## src/rtl/ecc_dec_ctrl.sv

```systemverilog
// ecc_dec_ctrl: sequences one received codeword at a time through the
// syndrome stage and, when a single error is reported, the error-fix stage.
// Each awaited stage gets a bounded wait. The result is held until the
// consumer takes it. Saturating counters track corrected words and failed
// words (uncorrectable or timed out).
module ecc_dec_ctrl #(
  parameter int AMBA_WORD = 32,
  parameter int TIMEOUT   = 15
) (
  input  logic                 clk,
  input  logic                 rst,
  input  logic [1:0]           cfg_mode,
  input  logic                 in_valid,
  input  logic [AMBA_WORD-1:0] in_data,
  output logic                 in_ready,
  output logic                 syn_start,
  output logic [AMBA_WORD-1:0] syn_data,
  input  logic                 syn_done,
  input  logic [1:0]           syn_nof,
  output logic                 fix_en,
  output logic                 fix_small,
  output logic                 fix_medium,
  input  logic                 fix_done,
  input  logic [AMBA_WORD-1:0] fix_data,
  output logic                 out_valid,
  output logic [AMBA_WORD-1:0] out_data,
  output logic [1:0]           out_nof,
  input  logic                 out_ready,
  output logic                 busy,
  output logic [15:0]          corr_cnt,
  output logic [15:0]          uncorr_cnt
);

  typedef enum logic [1:0] {
    IDLE = 2'd0,
    SYN  = 2'd1,
    FIX  = 2'd2,
    OUT  = 2'd3
  } state_e;

  localparam logic [1:0] NOF_CLEAN   = 2'b00;
  localparam logic [1:0] NOF_CORR    = 2'b01;
  localparam logic [1:0] NOF_UNCORR  = 2'b10;
  localparam logic [1:0] NOF_TIMEOUT = 2'b11;

  // The last wait cycle: a done seen in this cycle still takes the normal branch.
  localparam logic [7:0] WAIT_LAST = 8'(TIMEOUT - 1);

  state_e               state_q;
  logic                 in_ready_q;
  logic                 busy_q;
  logic                 syn_start_q;
  logic [AMBA_WORD-1:0] data_q;
  logic                 fix_en_q;
  logic                 fix_small_q;
  logic                 fix_medium_q;
  logic                 out_valid_q;
  logic [AMBA_WORD-1:0] out_data_q;
  logic [1:0]           out_nof_q;
  logic [7:0]           wait_q;
  logic [15:0]          corr_q, corr_d;
  logic [15:0]          uncorr_q, uncorr_d;

  logic timeout;
  logic out_hs;

  assign timeout = (wait_q == WAIT_LAST);
  assign out_hs  = out_valid_q && out_ready;

  // Control FSM. All handshake and mode outputs are registered here.
  always_ff @(posedge clk or posedge rst) begin
    if (rst) begin
      state_q      <= IDLE;
      in_ready_q   <= 1'b1;
      busy_q       <= 1'b0;
      syn_start_q  <= 1'b0;
      data_q       <= '0;
      fix_en_q     <= 1'b0;
      fix_small_q  <= 1'b0;
      fix_medium_q <= 1'b0;
      out_valid_q  <= 1'b0;
      out_data_q   <= '0;
      out_nof_q    <= NOF_CLEAN;
      wait_q       <= '0;
    end else begin
      syn_start_q <= 1'b0;
      case (state_q)
        IDLE: begin
          if (in_valid) begin
            data_q       <= in_data;
            fix_small_q  <= (cfg_mode == 2'b01);
            fix_medium_q <= (cfg_mode == 2'b10);
            syn_start_q  <= 1'b1;
            wait_q       <= '0;
            in_ready_q   <= 1'b0;
            busy_q       <= 1'b1;
            state_q      <= SYN;
          end
        end
        SYN: begin
          if (syn_done) begin
            if (syn_nof == NOF_CORR) begin
              fix_en_q <= 1'b1;
              wait_q   <= '0;
              state_q  <= FIX;
            end else begin
              out_valid_q <= 1'b1;
              out_data_q  <= data_q;
              out_nof_q   <= (syn_nof == NOF_CLEAN) ? NOF_CLEAN : NOF_UNCORR;
              state_q     <= OUT;
            end
          end else if (timeout) begin
            out_valid_q <= 1'b1;
            out_data_q  <= data_q;
            out_nof_q   <= NOF_TIMEOUT;
            state_q     <= OUT;
          end else begin
            wait_q <= wait_q + 8'd1;
          end
        end
        FIX: begin
          if (fix_done) begin
            fix_en_q    <= 1'b0;
            out_valid_q <= 1'b1;
            out_data_q  <= fix_data;
            out_nof_q   <= NOF_CORR;
            state_q     <= OUT;
          end else if (timeout) begin
            fix_en_q    <= 1'b0;
            out_valid_q <= 1'b1;
            out_data_q  <= data_q;
            out_nof_q   <= NOF_TIMEOUT;
            state_q     <= OUT;
          end else begin
            wait_q <= wait_q + 8'd1;
          end
        end
        OUT: begin
          if (out_ready) begin
            out_valid_q  <= 1'b0;
            fix_small_q  <= 1'b0;
            fix_medium_q <= 1'b0;
            busy_q       <= 1'b0;
            in_ready_q   <= 1'b1;
            state_q      <= IDLE;
          end
        end
        default: state_q <= IDLE;
      endcase
    end
  end

  // Saturating statistics, advanced on the result handshake only.
  always_comb begin
    corr_d   = corr_q;
    uncorr_d = uncorr_q;
    if (out_hs) begin
      if (out_nof_q == NOF_CORR) begin
        if (corr_q != 16'hFFFF) corr_d = corr_q + 16'd1;
      end else if (out_nof_q[1]) begin
        if (uncorr_q != 16'hFFFF) uncorr_d = uncorr_q + 16'd1;
      end
    end
  end

  // Counter registers.
  always_ff @(posedge clk or posedge rst) begin
    if (rst) begin
      corr_q   <= '0;
      uncorr_q <= '0;
    end else begin
      corr_q   <= corr_d;
      uncorr_q <= uncorr_d;
    end
  end

  assign in_ready   = in_ready_q;
  assign busy       = busy_q;
  assign syn_start  = syn_start_q;
  assign syn_data   = data_q;
  assign fix_en     = fix_en_q;
  assign fix_small  = fix_small_q;
  assign fix_medium = fix_medium_q;
  assign out_valid  = out_valid_q;
  assign out_data   = out_data_q;
  assign out_nof    = out_nof_q;
  assign corr_cnt   = corr_q;
  assign uncorr_cnt = uncorr_q;

endmodule

```

## config.mk

```make
export PLATFORM = sky130hd
export DESIGN_NAME = ecc_dec_ctrl
export DESIGN_NICKNAME = d
export VERILOG_FILES = /design/src/rtl/ecc_dec_ctrl.sv
export SDC_FILE = /design/constraint.sdc
export NUM_CORES = 1
export LEC_CHECK = 0
export ABC_CLOCK_PERIOD_IN_PS = 4000
export CORE_ASPECT_RATIO = 0.5
export CORE_MARGIN = 10
export CORE_UTILIZATION = 44
export CTS_BUF_LIST = sky130_fd_sc_hd__clkbuf_8
export CTS_CLUSTER_SIZE = 10
export DETAILED_ROUTE_END_ITERATION = 12
export PLACE_DENSITY = 0.8
export SETUP_SLACK_MARGIN = 0.2
export SYNTH_ARGS = -nofsm -noshare
export SYNTH_HDL_FRONTEND = slang
export SYNTH_SLANG_ARGS = --single-unit
```

## constraint.sdc

```tcl
create_clock -name clk -period 4 [get_ports clk]
set_input_delay 0.8 -clock clk [delete_from_list [all_inputs] [get_ports clk]]
set_output_delay 0.8 -clock clk [all_outputs]
set_load 0.1 [all_outputs]
```

==> results.sh, run 1 <==
export IMPL_grt_pass1_wl_mm=26.2
export IMPL_synthesis_nets=600
export IMPL_synth_seq_area_share_pct=51.0
export IMPL_timing_hold_violations_final=0
export IMPL_worst_pin_slew_ps=1030
export IMPL_htree_levels=4
export IMPL_yosys_mux_area_fraction_pct=7.18
export IMPL_place_detailed_hpwl_mm=12.0
export IMPL_synth_enable_flop_cells=0
export IMPL_worstHoldPathType="flip-flop to flip-flop"
export IMPL_share_of_the_core_filled_with_cells_pct=63.7
export IMPL_design_core_area_mm2=0.0126
export IMPL_ys_top_cells_by_area="dfrtp_1 51%, mux2_2 7.2%, nand2_1 5.7%"
export IMPL_cts_tree="done"
export IMPL_detail_route_wl_per_cell_um=18.6
export IMPL_timing_critical_path_slowest_stage_cell="clkdlybuf4s50_1"
export IMPL_yosys_area_share_xor_xnor_pct=4.03
export IMPL_yosysMostFrequentCell="dfrtp_1"
export IMPL_path_cells="clkdlybuf4s50_1"
export IMPL_ys_ff_latch=115
export IMPL_fraction_of_layout_cells_with_a_size_suffix_above_1_pct=14.4
export IMPL_r2r_end="out_data[6]$_DFFE_PP0P_"
export IMPL_numPlacedInstances=846
export IMPL_floorplan_io_pins=179
export IMPL_clk_pin_slew_worst_paths_ps=70
export IMPL_diodes=0
export IMPL_timing_setup_tns_ps=0
export IMPL_synthesis_instances=518
export IMPL_yosys_cell_types_count=64
export IMPL_die_height_um=100
export IMPL_area_fraction_in_compound_gates_after_synthesis_pct=16.0
export IMPL_dr_total_vias=4811
export IMPL_synth_simple_area_share_pct=16.2
export IMPL_rows=29
export IMPL_timing_hold_worst_endpoint="in_ready$_DFFE_PP1P_"
export IMPL_setup_repair_after_global_routing_missed_its_margin="no"
export IMPL_cts_made_buffers=17
export IMPL_netlist_top_cell_by_area="dfrtp_1"
export IMPL_reg2reg_from="state_q[1]$_DFFE_PP0P_"
export IMPL_synth_avg_cell_area_um2=10.9
export IMPL_critical_path_startpoint_type="flip-flop"
export IMPL_vias_in_the_first_global_route=4981
export IMPL_postSynth_topFlopCell="dfrtp_1"
export IMPL_netlist_top_cells_count="114 x dfrtp_1, 85 x nand2_1, 36 x mux2_2, 34 x o21ai_0, 24 x o211ai_1"
export IMPL_netlist_area_leader_share_pct=50.5
export IMPL_final_cells=878
export IMPL_grt_start_max_net_pins=51
export IMPL_setup_violations_final=0
export IMPL_cp_num_buf_inv=1
export IMPL_post_route_min_period_ps=2940
export IMPL_cts_hold_buf=0
export IMPL_status="finished clean"
export IMPL_grt_remaining_overflow=0
export IMPL_antenna_found_initial=0
export IMPL_clkLatencyLatePin_ps=430
export IMPL_finClkSkew_ps=13.0
export IMPL_critPathMaxStageDelay_ps=1200
export IMPL_post_route_drc_count=0
export IMPL_worstPathMaxFanout=6
export IMPL_max_freq_ghz=0.340
export IMPL_nNetsFinal=777
export IMPL_worst_slack_ps=1060
export IMPL_detail_route_first_pass_iterations=4
export IMPL_route_detailed_vias_per_inst=5.48
export IMPL_drt_first_iter_violations=337
export IMPL_numPortBuffers=178
export IMPL_ys_async_sr_fraction_pct=100
export IMPL_setup_buffers_after_cts=0
export IMPL_slew_headroom_pct=30.9
export IMPL_chipWidth_um=180
export IMPL_min_path_cells=2
export IMPL_post_place_ws_ps=1110
export IMPL_synth_top_family_by_area="simple AND/OR/NAND/NOR gates"
export IMPL_timing_critical_path_max_delay_family="buffers and inverters"
export IMPL_initial_core_util_pct=44.8
export IMPL_postRouteWirelength_mm=16.3
export IMPL_final_min_period_over_clock_period_pct=73.4
export IMPL_drtAntennaViolNets=0
export IMPL_critPathCaptureType="primary output"
export IMPL_yosysWarningCount=0
export IMPL_worstRegToRegCells=7
export IMPL_grt_use_total_pct=17.6
export IMPL_holdCritStartpoint="in_ready$_DFFE_PP1P_"
export IMPL_adder_cell_area_share_of_the_yosys_netlist_pct=1.77
export IMPL_max_cap_viol_count=0
export IMPL_flow_area_growth_from_synthesis_pct=42.0
export IMPL_numClockSinks=115
export IMPL_reg2reg_slack_ps=1740
export IMPL_max_clock_path_buffers=2
export IMPL_globalplace_congestion=0.847
export IMPL_slew_viol_final=0
export IMPL_clk_root_buffer_cell="clkbuf_8"
export IMPL_cts_repair_resized=0
export IMPL_critical_path_required_ps=3200
export IMPL_worst_ep_arrival_time_ps=2140
export IMPL_synth_area_mm2=0.00564
export IMPL_timing_worst_setup_path_type="flip-flop to primary output"
export IMPL_dieArea_mm2=0.0180
[area by class of cell]
type,count,area [um2]
multi-input cells,361,2550
clock buffers,20,275
inverters,15,60.1
clock inverters,12,186
well taps,170,213
flip-flops and latches,115,2880
repair buffers,185,1850
fillers,1020,4580
[sequential cells by signal (all words and copies together), names as in the netlist]
| signal | cells |
|---|---|
| out_nof | 2 |
| corr_cnt | 16 |
| out_data | 32 |
| uncorr_cnt | 16 |
| fix_en | 1 |
| in_ready | 1 |
| fix_small | 1 |
| syn_start | 1 |
| state_q | 2 |
| syn_data | 32 |
| busy | 1 |
| wait_q | 8 |
| out_valid | 1 |
| fix_medium | 1 |
[cells by family (layout without fill, tap and decap cells)]
logic type,Yosys count,count (layout)
fa+ha+maj,8,8
compound gates,122,122
buf+inv,42,232
xor+xnor,26,26
flops,115,115
simple gates,169,169
mux,36,36
[layer usage]
layer / share of wire [%] / track usage (%) / wire length (um)
met1: 40 / 19.2 / 6540
met2: 52 / 31.5 / 8480
met3: 5.3 / 5.42 / 872
met4: 2.7 / 7.77 / 443
met5: 0 / 0 / 0
[cell usage in the layout (no fill, tap or decap), types with 3 or more instances in the layout]
cell,netlist,routed
and2_1,4,4
a22o_1,4,4
and3_1,4,4
clkbuf_8,0,20
xor2_1,20,20
a211oi_1,5,5
xnor2_1,6,6
dfrtp_1,114,114
mux2_2,36,36
o31ai_1,3,3
o21ai_0,34,34
clkdlybuf4s50_1,0,178
o211ai_1,24,24
and4_1,7,7
bufinv_16,0,5
buf_4,4,6
nor4_1,4,4
nand2_1,85,85
nand4_1,9,9
a21oi_1,8,8
inv_1,15,17
a31oi_1,4,4
a31o_2,4,4
nor2b_1,3,3
nor3_1,8,8
ha_1,8,8
o211ai_2,9,9
a2bb2oi_1,3,3
nor2_1,14,14
o22a_1,3,3
nand3_1,12,12
clkinvlp_4,0,3
[through the flow]
stage | hold slack, ps | instance area (um2)
after detailed placement | 467 | 7550
after global routing | 512 | 8020
after global placement | 449 | 7550
after floorplan | 498 | 5650
final | 478 | 8020
after CTS | 482 | 8020
[worst max path at each step]
stage / from / end / slack, ps / depth (start not counted)
after floorplan: corr_cnt[0]$_DFFE_PP0P_ / corr_cnt[2]$_DFFE_PP0P_ / 1630 / 6
after global placement: syn_done / out_data[13]$_DFFE_PP0P_ / 1210 / 5
after detailed placement: syn_done / out_data[29]$_DFFE_PP0P_ / 1110 / 6
after CTS: corr_cnt[0]$_DFFE_PP0P_ / corr_cnt[0] / 1040 / 1
after global routing: corr_cnt[0]$_DFFE_PP0P_ / corr_cnt[0] / 1000 / 1
final: corr_cnt[0]$_DFFE_PP0P_ / corr_cnt[0] / 1060 / 1
Power of run 1 is not shown: default switching activity piles up to over one toggle a cycle in this logic, so the estimate is an artifact.
==> run 2, diff against run 1 <==
Settings changed: ABC_CLOCK_PERIOD_IN_PS 4000 to 2800, CORE_UTILIZATION 44 to 48, PLACE_DENSITY 0.8 to 0.82.
Clock period 4 ns to 2.8 ns, I/O delays scaled along.
==> results.sh, run 2 (synthesized netlist as in run 1, its figures left out) <==
export IMPL_flow_area_growth_from_synthesis_pct=37.0
export IMPL_initial_core_util_pct=50.2
export IMPL_reg2reg_from="state_q[0]$_DFFE_PP0P_"
export IMPL_nNetsFinal=783
export IMPL_rows=27
export IMPL_most_common_layout_cells="114 x dfrtp_1, 114 x buf_4, 85 x nand2_1"
export IMPL_min_path_cells=2
export IMPL_design_core_area_mm2=0.0112
export IMPL_drt_first_iter_violations=321
export IMPL_diodes=0
export IMPL_critPathCaptureType="flip-flop"
export IMPL_detail_route_wl_per_cell_um=18.8
export IMPL_critPathMaxStageDelay_ps=430
export IMPL_numClockSinks=115
export IMPL_grt_start_max_net_pins=34
export IMPL_status="finished clean"
export IMPL_max_clock_path_buffers=2
export IMPL_max_cap_viol_count=0
export IMPL_numPortBuffers=178
export IMPL_finClkSkew_ps=13.7
export IMPL_grt_pass1_wl_mm=26.2
export IMPL_holdCritStartpoint="in_ready$_DFFE_PP1P_"
export IMPL_clk_root_buffer_cell="clkbuf_8"
export IMPL_drtAntennaViolNets=0
export IMPL_critical_path_startpoint_type="flip-flop"
export IMPL_worstRegToRegCells=7
export IMPL_setup_buffers_after_cts=0
export IMPL_grt_remaining_overflow=0
export IMPL_critical_path_required_ps=3150
export IMPL_slew_headroom_pct=53.8
export IMPL_htree_levels=4
export IMPL_cts_repair_resized=0
export IMPL_globalplace_congestion=0.847
export IMPL_gr_usage_met1_pct=22.1
export IMPL_setup_repair_after_global_routing_missed_its_margin="no"
export IMPL_grt_use_total_pct=19.0
export IMPL_cts_hold_buf=0
export IMPL_path_cells="inv_1, ha_1, mux2_2, a21oi_2, buf_12, o21ai_0, o211ai_2"
export IMPL_timing_worst_setup_path_type="flip-flop to flip-flop"
export IMPL_worstPathMaxFanout=28
export IMPL_r2r_end="out_data[17]$_DFFE_PP0P_"
export IMPL_fraction_of_layout_cells_with_a_size_suffix_above_1_pct=29.8
export IMPL_place_detailed_hpwl_mm=12.1
export IMPL_dr_total_vias=4781
export IMPL_grt_use_met3_pct=5.69
export IMPL_reg2reg_slack_ps=540
export IMPL_cts_made_buffers=17
export IMPL_worst_ep_arrival_time_ps=2610
export IMPL_clk_pin_slew_worst_paths_ps=70
export IMPL_worstHoldPathType="flip-flop to flip-flop"
export IMPL_detail_route_first_pass_iterations=4
export IMPL_die_height_um=96.7
export IMPL_clkLatencyLatePin_ps=440
export IMPL_postRouteWirelength_mm=16.4
export IMPL_dieArea_mm2=0.0168
export IMPL_post_route_drc_count=0
export IMPL_timing_hold_violations_final=0
export IMPL_timing_hold_worst_endpoint="in_ready$_DFFE_PP1P_"
export IMPL_antenna_found_initial=0
export IMPL_post_route_min_period_ps=2260
export IMPL_timing_critical_path_slowest_stage_cell="ha_1"
export IMPL_max_freq_ghz=0.443
export IMPL_chipWidth_um=173
export IMPL_worst_pin_slew_ps=687
export IMPL_slew_viol_final=0
export IMPL_final_min_period_over_clock_period_pct=80.6
export IMPL_floorplan_io_pins=179
export IMPL_cts_tree="done"
export IMPL_setup_violations_final=0
export IMPL_route_detailed_vias_per_inst=5.48
export IMPL_groute_layer_met2_usage_pct=33.0
export IMPL_global_route_peak_usage_layer="met2"
export IMPL_vias_in_the_first_global_route=4803
export IMPL_timing_setup_tns_ps=0
==> run 2: cell types whose count changed in the layout (fill, tap and decap cells not counted), sizes merged <==
cell	delta
bufinv	-3
clkbuf	-2
buf	+111
clkinvlp	-1
clkinv	+6
clkdlybuf4s50	-105
==> run 2: worst max path at each step <==
stage / start / to / slack [ps]
detailed placement: out_ready / uncorr_cnt[5]$_DFFE_PP0P_ / 380
CTS: state_q[0]$_DFFE_PP0P_ / out_data[17]$_DFFE_PP0P_ / 560
finish: state_q[0]$_DFFE_PP0P_ / out_data[17]$_DFFE_PP0P_ / 540
floorplan: corr_cnt[0]$_DFFE_PP0P_ / corr_cnt[2]$_DFFE_PP0P_ / 430
global placement: out_ready / uncorr_cnt[7]$_DFFE_PP0P_ / 420
global route: state_q[0]$_DFFE_PP0P_ / out_data[27]$_DFFE_PP0P_ / 380
==> run 2: area by class of cell <==
| cell class | count | area [um2] |
|---|---|---|
| clock buffers | 18 | 248 |
| clock inverters | 14 | 123 |
| fillers | 902 | 3520 |
| inverters | 15 | 60.1 |
| multi-input cells | 361 | 2550 |
| flip-flops and latches | 115 | 2880 |
| well taps | 159 | 199 |
| repair buffers | 191 | 1670 |
==> run 2: critical path: cells and delay by family, from the launching register on <==
family	cells	cell delay [ps]
DFF	1	410
AOI/OAI and AO/OA	3	570
adders and majority gates	1	430
muxes	1	410
buffers and inverters	2	350
==> run 2: per-stage QoR <==
stage | hold WS [ps] | setup WS, ps | instance area, um2 | util, % | instances
after floorplan | 498 | 428 | 5650 | - | 518
after global placement | 449 | 423 | 7360 | 65.4 | 841
after detailed placement | 460 | 377 | 7360 | 65.4 | 841
after CTS | 471 | 555 | 7730 | 68.7 | 873
after global routing | 496 | 383 | 7730 | 68.7 | 873
final | 471 | 543 | 7730 | 68.7 | 873
==> run 2: layer usage <==
layer	vias to the layer above	part of all wire (%)
met5	-	0
met4	0	1.8
met3	25	6.1
met2	132	51
met1	2372	41
li1	2252	-
Power of run 2 is left out for the same reason.
==> run 3, diff against run 2 <==
Settings changed: ABC_CLOCK_PERIOD_IN_PS 2800 to 2090.
Clock period 2.8 ns to 2.09 ns, I/O delays scaled along.
==> results.sh, run 3 (synthesized netlist as in run 1, its figures left out) <==
export IMPL_status="finished clean"
export IMPL_grt_remaining_overflow=0
export IMPL_worst_pin_slew_ps=448
export IMPL_critical_path_startpoint_type="flip-flop"
export IMPL_initial_core_util_pct=50.2
export IMPL_timing_worst_setup_path_type="flip-flop to flip-flop"
export IMPL_cts_made_buffers=17
export IMPL_layout_cells_most_common="buf_4"
export IMPL_worstHoldPathType="flip-flop to flip-flop"
export IMPL_antenna_found_initial=0
export IMPL_htree_levels=4
export IMPL_globalplace_congestion=0.862
export IMPL_post_route_min_period_ps=1830
export IMPL_finClkSkew_ps=26.9
export IMPL_clk_root_buffer_cell="clkbuf_8"
export IMPL_final_min_period_over_clock_period_pct=87.5
export IMPL_timing_critical_path_slowest_stage_cell="dfrtp_2"
export IMPL_clk_pin_slew_worst_paths_ps=70
export IMPL_grt_start_max_net_pins=85
export IMPL_timing_critical_path_max_delay_family="compound AO/OA/AOI/OAI gates"
export IMPL_clkLatencyLatePin_ps=420
export IMPL_place_detailed_hpwl_mm=12.0
export IMPL_grt_use_total_pct=18.4
export IMPL_drtAntennaViolNets=0
export IMPL_dieArea_mm2=0.0168
export IMPL_detail_route_first_pass_iterations=4
export IMPL_dr_total_vias=4867
export IMPL_diodes=0
export IMPL_cts_tree="done"
export IMPL_max_cap_viol_count=0
export IMPL_timing_setup_tns_ps=0
export IMPL_flow_area_growth_from_synthesis_pct=42.3
export IMPL_max_clock_path_buffers=2
export IMPL_slew_viol_final=0
export IMPL_floorplan_io_pins=179
export IMPL_vias_in_the_first_global_route=4780
export IMPL_worst_ep_arrival_time_ps=2160
export IMPL_rows=27
export IMPL_drt_first_iter_violations=332
export IMPL_fraction_of_layout_cells_with_a_size_suffix_above_1_pct=36.7
export IMPL_critical_path_required_ps=2420
export IMPL_grt_pass1_wl_mm=25.5
export IMPL_chipWidth_um=173
export IMPL_timing_hold_violations_final=0
export IMPL_route_detailed_vias_per_inst=5.49
export IMPL_cts_hold_buf=0
export IMPL_setup_repair_after_global_routing_missed_its_margin="yes"
export IMPL_worstPathMaxFanout=16
export IMPL_postRouteWirelength_mm=16.5
export IMPL_numPortBuffers=178
export IMPL_worstRegToRegCells=8
export IMPL_timing_critical_path_depth=8
export IMPL_nNetsFinal=798
export IMPL_critPathCaptureType="flip-flop"
export IMPL_setup_violations_final=0
export IMPL_design_core_area_mm2=0.0112
export IMPL_detail_route_wl_per_cell_um=18.6
export IMPL_most_common_layout_cells="123 x buf_4, 85 x nand2_1, 79 x dfrtp_1"
export IMPL_post_route_drc_count=0
export IMPL_critPathMaxStageDelay_ps=440
export IMPL_min_path_cells=1
export IMPL_slew_headroom_pct=70.2
export IMPL_numClockSinks=115
export IMPL_max_freq_ghz=0.547
export IMPL_cp_num_buf_inv=3
export IMPL_path_cells="inv_1, ha_1, nor3b_4, buf_6, nand2_4, o22a_4, clkbuf_16, o211ai_1"
export IMPL_die_height_um=96.7
==> run 3: metrics by stage <==
stage	hold slack [ps]	instance area, um2	cells	setup WS (ps)	util, %
finish	481	8030	887	262	71.4
global route	492	8030	887	193	71.4
CTS	484	7950	885	202	70.7
detailed placement	468	7530	853	57.0	66.9
global placement	463	7530	853	73.9	66.9
floorplan	498	5700	518	154	-
==> run 3: cell type report <==
cell class,count,area [um2]
clock inverters,11,138
flip-flops and latches,115,2920
inverters,15,60.1
fillers,831,3220
well taps,159,199
clock buffers,20,275
repair buffers,206,1830
multi-input cells,361,2600
==> run 3: worst paths after layout <==
kind / from / end / slack [ps]
setup / recovery: wait_q[0]$_DFFE_PP0P_ / out_data[3]$_DFFE_PP0P_ / 260
hold / removal: busy$_DFFE_PP0P_ / busy$_DFFE_PP0P_ / 480
setup reg to reg: wait_q[0]$_DFFE_PP0P_ / out_data[3]$_DFFE_PP0P_ / 260
hold reg to reg: busy$_DFFE_PP0P_ / busy$_DFFE_PP0P_ / 480
max in group asynchronous: rst / out_valid$_DFFE_PP0P_ / 1200
min in group asynchronous: rst / out_nof[0]$_DFFE_PP0P_ / 520
==> run 3: timing repair <==
item                                    4_1_cts  5_1_grt
endpoints found under the setup margin       29       43
gates cloned                                  0        1
hold endpoints to repair                      0        0
gates resized for setup                       1        9
setup buffers                                 1        1
pin swaps                                     0        2
==> run 3: worst register-to-register path: cells and delay by family, from the launching register on <==
kind | cells | cell delay (ps)
buf+inv | 3 | 430
simple gates | 2 | 280
flops | 1 | 440
compound gates | 2 | 460
fa+ha+maj | 1 | 160
==> run 3: layer usage <==
layer | global-route usage (%) | vias up | wire length (um)
met3 | 5.46 | 26 | 1030
met4 | 6.66 | 0 | 349
li1 | - | 2287 | -
met1 | 21.1 | 2404 | 6710
met2 | 32.1 | 150 | 8410
met5 | 0 | - | 0
Power of run 3 is left out for the same reason.
